==> src/rtl/piso_tx.sv <==
// Parallel-in serial-out transmitter: valid/ready word load, LSB-first shift-out with frame strobe and done pulse.
// Optional even-parity bit after the data word, enabled by defining PISO_TX_PARITY_EN.
//
// state | meaning
// IDLE  | ready for a word; sout/sframe low
// SHIFT | frame bits on sout, each held CLKS_PER_BIT clocks
module piso_tx #(
  parameter int WIDTH        = 4,
  parameter int CLKS_PER_BIT = 1
) (
  input  logic             clk,
  input  logic             rst_n,
  input  logic [WIDTH-1:0] data,
  input  logic             load_valid,
  output logic             load_ready,
  output logic             sout,
  output logic             sframe,
  output logic             done
);

`ifdef PISO_TX_PARITY_EN
  localparam int NBITS = WIDTH + 1;
`else
  localparam int NBITS = WIDTH;
`endif
  localparam int TW = (CLKS_PER_BIT > 1) ? $clog2(CLKS_PER_BIT) : 1;
  localparam int BW = $clog2(NBITS + 1);
  localparam logic [TW-1:0] TICK_LAST = TW'(CLKS_PER_BIT - 1);
  localparam logic [BW-1:0] BIT_LAST  = BW'(NBITS - 1);

  typedef enum logic {IDLE, SHIFT} state_t;

  state_t           state, state_nx;
  // bit 0 of the frame goes straight to sout at accept; shreg holds the rest
  logic [NBITS-2:0] shreg, shreg_nx;
  logic [BW-1:0]    bit_idx, bit_idx_nx;
  logic [TW-1:0]    tick, tick_nx;
  logic             sout_nx, sframe_nx, done_nx;
  logic [NBITS-1:0] word;

`ifdef PISO_TX_PARITY_EN
  assign word = {^data, data};
`else
  assign word = data;
`endif

  assign load_ready = (state == IDLE);

  always_ff @(posedge clk or negedge rst_n) begin
    if (!rst_n) begin
      state   <= IDLE;
      shreg   <= '0;
      bit_idx <= '0;
      tick    <= '0;
      sout    <= 1'b0;
      sframe  <= 1'b0;
      done    <= 1'b0;
    end else begin
      state   <= state_nx;
      shreg   <= shreg_nx;
      bit_idx <= bit_idx_nx;
      tick    <= tick_nx;
      sout    <= sout_nx;
      sframe  <= sframe_nx;
      done    <= done_nx;
    end
  end

  always_comb begin
    state_nx   = state;
    shreg_nx   = shreg;
    bit_idx_nx = bit_idx;
    tick_nx    = tick;
    sout_nx    = sout;
    sframe_nx  = sframe;
    done_nx    = 1'b0;
    case (state)
      IDLE: begin
        sout_nx   = 1'b0;
        sframe_nx = 1'b0;
        if (load_valid) begin
          shreg_nx   = word[NBITS-1:1];
          sout_nx    = word[0];
          sframe_nx  = 1'b1;
          bit_idx_nx = '0;
          tick_nx    = '0;
          state_nx   = SHIFT;
        end
      end
      SHIFT: begin
        if (tick == TICK_LAST) begin
          tick_nx = '0;
          if (bit_idx == BIT_LAST) begin
            state_nx  = IDLE;
            done_nx   = 1'b1;
            sframe_nx = 1'b0;
            sout_nx   = 1'b0;
          end else begin
            sout_nx    = shreg[0];
            shreg_nx   = shreg >> 1;
            bit_idx_nx = bit_idx + BW'(1);
          end
        end else begin
          tick_nx = tick + TW'(1);
        end
      end
      default: state_nx = IDLE;
    endcase
  end

endmodule

==> config.mk <==
export PLATFORM = sky130hd
export DESIGN_NAME = piso_tx
export DESIGN_NICKNAME = d
export VERILOG_FILES = /design/src/rtl/piso_tx.sv
export SDC_FILE = /design/constraint.sdc
export NUM_CORES = 1
export LEC_CHECK = 0
export ABC_AREA = 1
export CAP_MARGIN = 0
export CORE_AREA = 2 2 39 41
export CTS_CLUSTER_SIZE = 40
export DETAILED_ROUTE_END_ITERATION = 6
export DIE_AREA = 0 0 41 43
export PLACE_DENSITY = 0.66
export RECOVER_POWER = 100
export SLEW_MARGIN = 15
export SYNTH_ARGS = -nofsm -noshare
export SYNTH_HDL_FRONTEND = slang
export SYNTH_SLANG_ARGS = --single-unit
==> constraint.sdc <==
create_clock -name clk -period 1.72 [get_ports clk]
set_clock_uncertainty 0.05 [all_clocks]
set_input_delay 0.344 -clock clk [delete_from_list [all_inputs] [get_ports clk]]
set_output_delay 0.344 -clock clk [all_outputs]
set_load 0.01 [all_outputs]
# --- Word level (Yosys, flattened, before mapping) ---
# Cells that the tools add are included.
word_totals:
  ff_bits: 11
  inputBits: 7
  out_inout_bits: 4
  wordCells: 42
classes:
  addsub: 2
  n_eq_ne: 5
  n_mux: 25
  bitwise: 1
  reduce_logical: 2
ops:
  columns: ["cell", "count"]
  rows:
  - ["3-bit 2-to-1 mux", 6]
  - ["1-bit 2-to-1 mux", 13]
  - ["3-bit one-hot mux with 2 select lines", 2]
  - ["1-bit one-hot mux with 2 select lines", 4]
  - ["2-bit != test, second input constant", 3]
  - ["3-bit by 1-bit adder with 3-bit output, second input constant", 1]
  - ["3-bit by 2-bit == test with 1-bit output, second input constant", 1]
  - ["3-bit AND reduction", 1]
  - ["2-bit by 1-bit != test with 1-bit output, second input constant", 1]
  - ["2-bit AND reduction", 1]
  - ["1-bit adder, second input constant", 1]
  - ["1-bit inverter", 1]

# --- Logic depth before layout (Yosys ltp) ---
# Gate-level depths: netlist of the first run.
depth:
  word_depth: 4
  mapped_depth: 7
  mapped_depth_nobuf: 7

# --- Least setup slack after synthesis of the first run ---
# No wires, ideal clock.
synth_timing:
  path_type: "reg-to-reg"
  start: "register bit_idx[0]"
  end: "register bit_idx[0]"
  setup_time_ns: 0.065
  t_arrival_ns: 1.116
  t_required_ns: 1.605
  setup_slack_ns: 0.489
  stages_incl_launch_ff: 8
  n_path_buf: 0
  synth_period_minus_slack_ns: 1.231
  cell_sequence: "dfrtp_1 -> ha_1 -> ha_1 -> inv_1 -> nand2_4 -> inv_1 -> nand2_1 -> nand2_1"
synth_via:
  elab_chain_cells: 4
synth_lines:
  columns: ["item", "line_no", "source"]
  rows:
  - ["start: declaration", "36", "logic [BW-1:0] bit_idx, bit_idx_nx;"]
  - ["start signal: assignment", "61", "bit_idx <= bit_idx_nx;"]
  - ["3-bit by 1-bit adder with 3-bit output", "101", "bit_idx_nx = bit_idx + BW'(1);"]
  - ["3-bit 2-to-1 mux", "93", "if (bit_idx == BIT_LAST) begin"]
  - ["3-bit 2-to-1 mux", "91", "if (tick == TICK_LAST) begin"]
  - ["3-bit one-hot mux with 2 select lines", "77", "case (state)"]
# Several ways; a longest one is shown, not always the timed one. The select of a mux whose other input is x is not followed.
# A chain may end at the register's enable or synchronous reset.

# --- Worst setup path in the final report of the first run ---
layout_timing:
  start: "register sout"
  end: "output sout"
layout_lines:
  columns: ["item", "line_no", "source"]
  rows:
  - ["start: declaration", "16", "output logic sout,"]
  - ["start signal: assignment", "63", "sout <= sout_nx;"]
# No word-level cell between the ends.

==> flow_metrics.tcl, run 1 <==
set metrics [dict create \
    wl_per_cell_um 9.55 \
    synth_top_family_by_area "simple AND/OR/NAND/NOR gates" \
    ios 11 \
    ctsResizeCount 1 \
    ys_seq_area_share_pct 51.3 \
    hold_viol_final 0 \
    grt_pass1_vias 356 \
    clock-sinks 10 \
    path_depth 1 \
    syn_area_per_cell_um2 9.04 \
    ant_nets 0 \
    muxShareOfSynthArea_pct 0 \
    synth_top_area_cell "dfrtp_1" \
    worstSetupEndpointType "primary output" \
    synth_xor_xnor_area_share_pct 0 \
    hpwlAfterDp_um 591 \
    routabilityCongestion 0.752 \
    synth_compound_area_share_pct 0 \
    antenna_cells 0 \
    cts-hold-fix-buffers 0 \
    grtUsageTotal_pct 13.1 \
    setup_ws_ns 0.120 \
    drtPass1Iterations 4 \
    worstRegToRegCells 7 \
    cts_root_buf "clkbuf_4" \
    antenna_found_initial 0 \
    drc 0 \
    core-area_um2 1380 \
    clk_path_buf_depth 2 \
    ys_warn_count 0 \
    drt_wl_total_um 802 \
    rsz0062_at_grt "false" \
    status "completed" \
    numCtsBuffers 3 \
    netlist_instances 54 \
    die_h_um 43 \
    insertion_delay_ns 0.26 \
    cp_top_family "buffers and inverters" \
    viasPerCell 4.42 \
    worst_slew_pin_slew_ns 0.459 \
    cp_max_fo 1 \
    cp_slowest_cell "dlygate4sd3_1" \
    cts_tree "done" \
    cap_violations 0 \
    irDropWorstVdd_mv 0.702 \
    hold_path_class "in -> async" \
    final_nets 80 \
    final.fill_count 145 \
    fin_crit_ns 1.60 \
    drt_iter0_drc 11 \
    initial_core_util_pct 35.3 \
    crit_chain "dlygate4sd3_1" \
    p_per_area_nw_per_um2 1630 \
    rows 14 \
    r2r_slack_ns 0.27 \
    die_w_um 41 \
    slowest_delay_ns 0.59 \
    num_vias 371 \
    grt_overflow 0 \
    tns_ns 0 \
    dieArea_um2 1760 \
    crit_path_start_kind "register" \
    period_share_pct 93.0 \
    layout_commonest_cell "nand2_1" \
    port_buffers 10 \
    drive_gt1_share_pct 8.82 \
    cts_setup_buffers 0 \
    htreeDepth 1 \
    crit_arrival_ns 1.21 \
    cp.required_ns 1.33 \
    post-place-ws_ns 0.287 \
    synth_nets 64 \
    setup_viol 0 \
    synth_fa_ha_area_share_pct 7.69 \
    clock.fmax_mhz 625 \
    path_buf_inv 1 \
    clk_pin_slew_worst_paths_ns 0.06 \
    grt_start_max_net_pins 11 \
    grt_first_pass_wirelength_um 1480 \
    synth-seq-cells 10 \
    reg2reg_from "bit_idx[0]" \
    synthTopCellsByArea "dfrtp_1 (51%), nand2_1 (15%), nand3_1 (10%), ha_1 (7.7%), inv_1 (5.4%)" \
    slew_headroom_pct 69.3 \
    synth.distinct_cells 8 \
    yosys.area_share.simple_pct 34.4 \
    slew_viol_final 0 \
    critical_path_class "reg -> out" \
    r2r_end "bit_idx[2]" \
    final_cell_mix "nand2_1 (21), nand3_1 (10), dfrtp_1 (10), inv_1 (8), clkdlybuf4s50_1 (6)" \
    leakagePower_nw 0.349 \
    synth_area_um2 488 \
    syn2layout_area_growth_pct 28.5 \
    yosysTopAreaCellShare_pct 51.3 \
]
## worst max-delay path by stage
| stage | end | startpoint | slack, ns |
|---|---|---|---|
| after floorplan | bit_idx[0] | bit_idx[0] | 0.49 |
| after global placement | load_ready | state | 0.30 |
| after detailed placement | load_ready | state | 0.29 |
| after CTS | sframe | sframe | 0.17 |
| after global routing | sout | sout | 0.06 |
| final | sout | sout | 0.12 |
## through the flow
stage | cell area (um2) | cells | hold WS, ns | power, mW | utilization (%)
6_report | 627 | 84 | 0.421 | 1.02 | 45.3
5_1_grt | 627 | 84 | 0.453 | 1.15 | 45.3
2_1_floorplan | 488 | 54 | -0.00159 | 0.744 | -
3_5_place_dp | 616 | 81 | 0.443 | 0.924 | 44.5
3_3_place_gp | 616 | 81 | 0.436 | 0.914 | 44.5
4_1_cts | 637 | 84 | 0.359 | 1.08 | 46.0
## layout make-up
cell class | count | area, um2 | area share [%]
clock buffer | 3 | 22.5 | 3.59
sequential | 10 | 250 | 39.9
inverter | 8 | 30.0 | 4.79
tap | 16 | 20.0 | 3.19
multi-input combinational | 36 | 198 | 31.5
timing repair buffer | 11 | 106 | 17.0
## flip-flops by register name (all words and copies together), names as in the netlist
name / cells
bit_idx: 3
shreg: 3
done: 1
sframe: 1
sout: 1
state: 1
## metal layers
layer  vias up  wire, um  global-route usage [%]
li1        195         -                       -
met1       167       418                    20.3
met2         7       333                    13.8
met3         2        37                    4.71
met4         0        12                    10.0
met5         -         0                       0
## report_power, final
group          switching (mW)  internal [mW]  leakage (nW)
Combinational           0.281          0.205         0.209
Sequential             0.0455          0.339         0.126
Clock                  0.0733         0.0805        0.0138
## cell usage after synthesis
| cell type | instances |
|---|---|
| dfrtp_1 | 10 |
| ha_1 | 3 |
| inv_1 | 7 |
| inv_4 | 1 |
| nand2_1 | 20 |
| nand2_4 | 2 |
| nand2_8 | 1 |
| nand3_1 | 10 |
## logic make-up after synthesis
group | count (synthesis)
adders and majority gates | 3
buffers and inverters | 8
DFF | 10
and+or+nand+nor | 33
No activity file was read; power rests on OpenSTA's default activity.
==> inputs of run 2 (changes only) <==
--- a/config.mk
+++ b/config.mk
@@ -7,10 +7,10 @@
 export LEC_CHECK = 0
 export ABC_AREA = 1
 export CAP_MARGIN = 0
-export CORE_AREA = 2 2 39 41
+export CORE_AREA = 8 8 45 47
 export CTS_CLUSTER_SIZE = 40
 export DETAILED_ROUTE_END_ITERATION = 6
-export DIE_AREA = 0 0 41 43
+export DIE_AREA = 0 0 53 55
 export PLACE_DENSITY = 0.66
 export RECOVER_POWER = 100
 export SLEW_MARGIN = 15
==> run 2 against run 1 <==
- sequential cell count is the same
- via count grew 0.27%
- largest cell class unchanged
- final cell count rose by 1.2%
- worst setup slack better by 0.054 ns
==> flow_metrics.tcl, run 2 (synthesis results as in run 1) <==
set metrics [dict create \
    period_share_pct 89.9 \
    worst_slew_pin_slew_ns 0.456 \
    syn2layout_area_growth_pct 31.8 \
    slew_headroom_pct 69.5 \
    core-area_um2 1380 \
    post-route-cell-area_um2 643 \
    slew_viol_final 0 \
    insertion_delay_ns 0.27 \
    final_core_util_pct 46.5 \
    leakagePower_nw 0.350 \
    initial_core_util_pct 35.3 \
    dieArea_um2 2920 \
    grt_overflow 0 \
    antenna_found_initial 0 \
    ios 11 \
    tns_ns 0 \
    irDropWorstVdd_mv 0.739 \
    layout_commonest_cell "nand2_1" \
    antenna_cells 0 \
    drc 0 \
    cp_slowest_cell "clkdlybuf4s50_1" \
    fin_crit_ns 1.55 \
    finalPower_mw 1.11 \
    htreeDepth 1 \
    grt_pass1_vias 331 \
    cts_root_buf "clkbuf_4" \
    hold_viol_final 0 \
    drtPass1Iterations 4 \
    ant_nets 0 \
    critical_path_class "reg -> out" \
    cp_top_family "buffers and inverters" \
    top_regs "bit_idx x3, shreg x3" \
    rows 14 \
    crit_path_start_kind "register" \
    grt_first_pass_wirelength_um 1460 \
    reg2reg_from "bit_idx[0]" \
    path_buf_inv 1 \
    clock.fmax_mhz 647 \
    final_nets 80 \
    final_cell_mix "nand2_1 (21), nand3_1 (10), dfrtp_1 (10), clkdlybuf4s50_1 (8), inv_1 (7)" \
    hold_path_class "in -> async" \
    port_buffers 10 \
    cp-startpoint "sframe" \
    routabilityCongestion 0.659 \
    drt_wl_total_um 895 \
    p_per_area_nw_per_um2 1720 \
    viasPerCell 4.38 \
    die_h_um 55 \
    die_w_um 53 \
    clk_path_buf_depth 2 \
    cts_tree "done" \
    r2r_slack_ns 0.26 \
    slowest_delay_ns 0.54 \
    crit_arrival_ns 1.15 \
    status "completed" \
    wl_per_cell_um 10.5 \
    cp.required_ns 1.33 \
    worstSetupEndpointType "primary output" \
    clock-sinks 10 \
    grtUsageTotal_pct 7.21 \
    r2r_end "bit_idx[2]" \
    place_area_um2 616 \
    holdWs_ns 0.406 \
    drive_gt1_share_pct 11.6 \
    grt_start_max_net_pins 11 \
    crit_chain "clkdlybuf4s50_1" \
    clk_pin_slew_worst_paths_ns 0.07 \
    drt_iter0_drc 13 \
    setup_viol 0 \
    cap_violations 0 \
    numCtsBuffers 3 \
    worstRegToRegCells 7 \
    cp_max_fo 2 \
    num_vias 372 \
    rsz0062_at_grt "false" \
    cts-hold-fix-buffers 0 \
    hpwlAfterDp_um 686 \
]
[run 2: worst max-delay path by stage]
stage                       endpoint  slack (ns)  depth (start not counted)
after CTS                     sframe        0.16                          1
final                         sframe        0.17                          1
after global routing      bit_idx[2]        0.13                          7
after global placement    load_ready        0.29                          2
after floorplan           bit_idx[0]        0.49                          7
after detailed placement  load_ready        0.28                          2
[run 2: repair_timing]
item	in CTS	in global routing
setup endpoints to repair	1	0
setup buffers	0	0
resized for setup	1	0
hold endpoints to repair	0	0
[run 2: per-stage QoR]
stage / setup WS [ns] / std cells
final: 0.174 / 85
after global placement: 0.289 / 81
after CTS: 0.159 / 85
after floorplan: 0.489 / 54
after detailed placement: 0.279 / 81
after global routing: 0.128 / 85
[run 2: report_power, final]
group	internal (mW)	switching, mW
logic	0.217	0.283
registers	0.339	0.0551
clock network	0.129	0.0839
total	0.685	0.422
[run 2: per-layer routing]
metal | part of all wire (%) | up-vias | global-route usage, %
met3 | 8.8 | 2 | 5.08
met1 | 45 | 161 | 8.99
li1 | - | 200 | -
met5 | 0 | - | 0
met4 | 1.5 | 0 | 3.88
met2 | 44 | 9 | 8.79
[run 2: layout make-up]
type | instances | area [um2]
clock buffers | 4 | 36.3
fillers | 148 | 741
inverters | 8 | 32.5
multi-input cells | 36 | 198
flip-flops and latches | 10 | 250
well taps | 16 | 20.0
repair buffers | 11 | 106
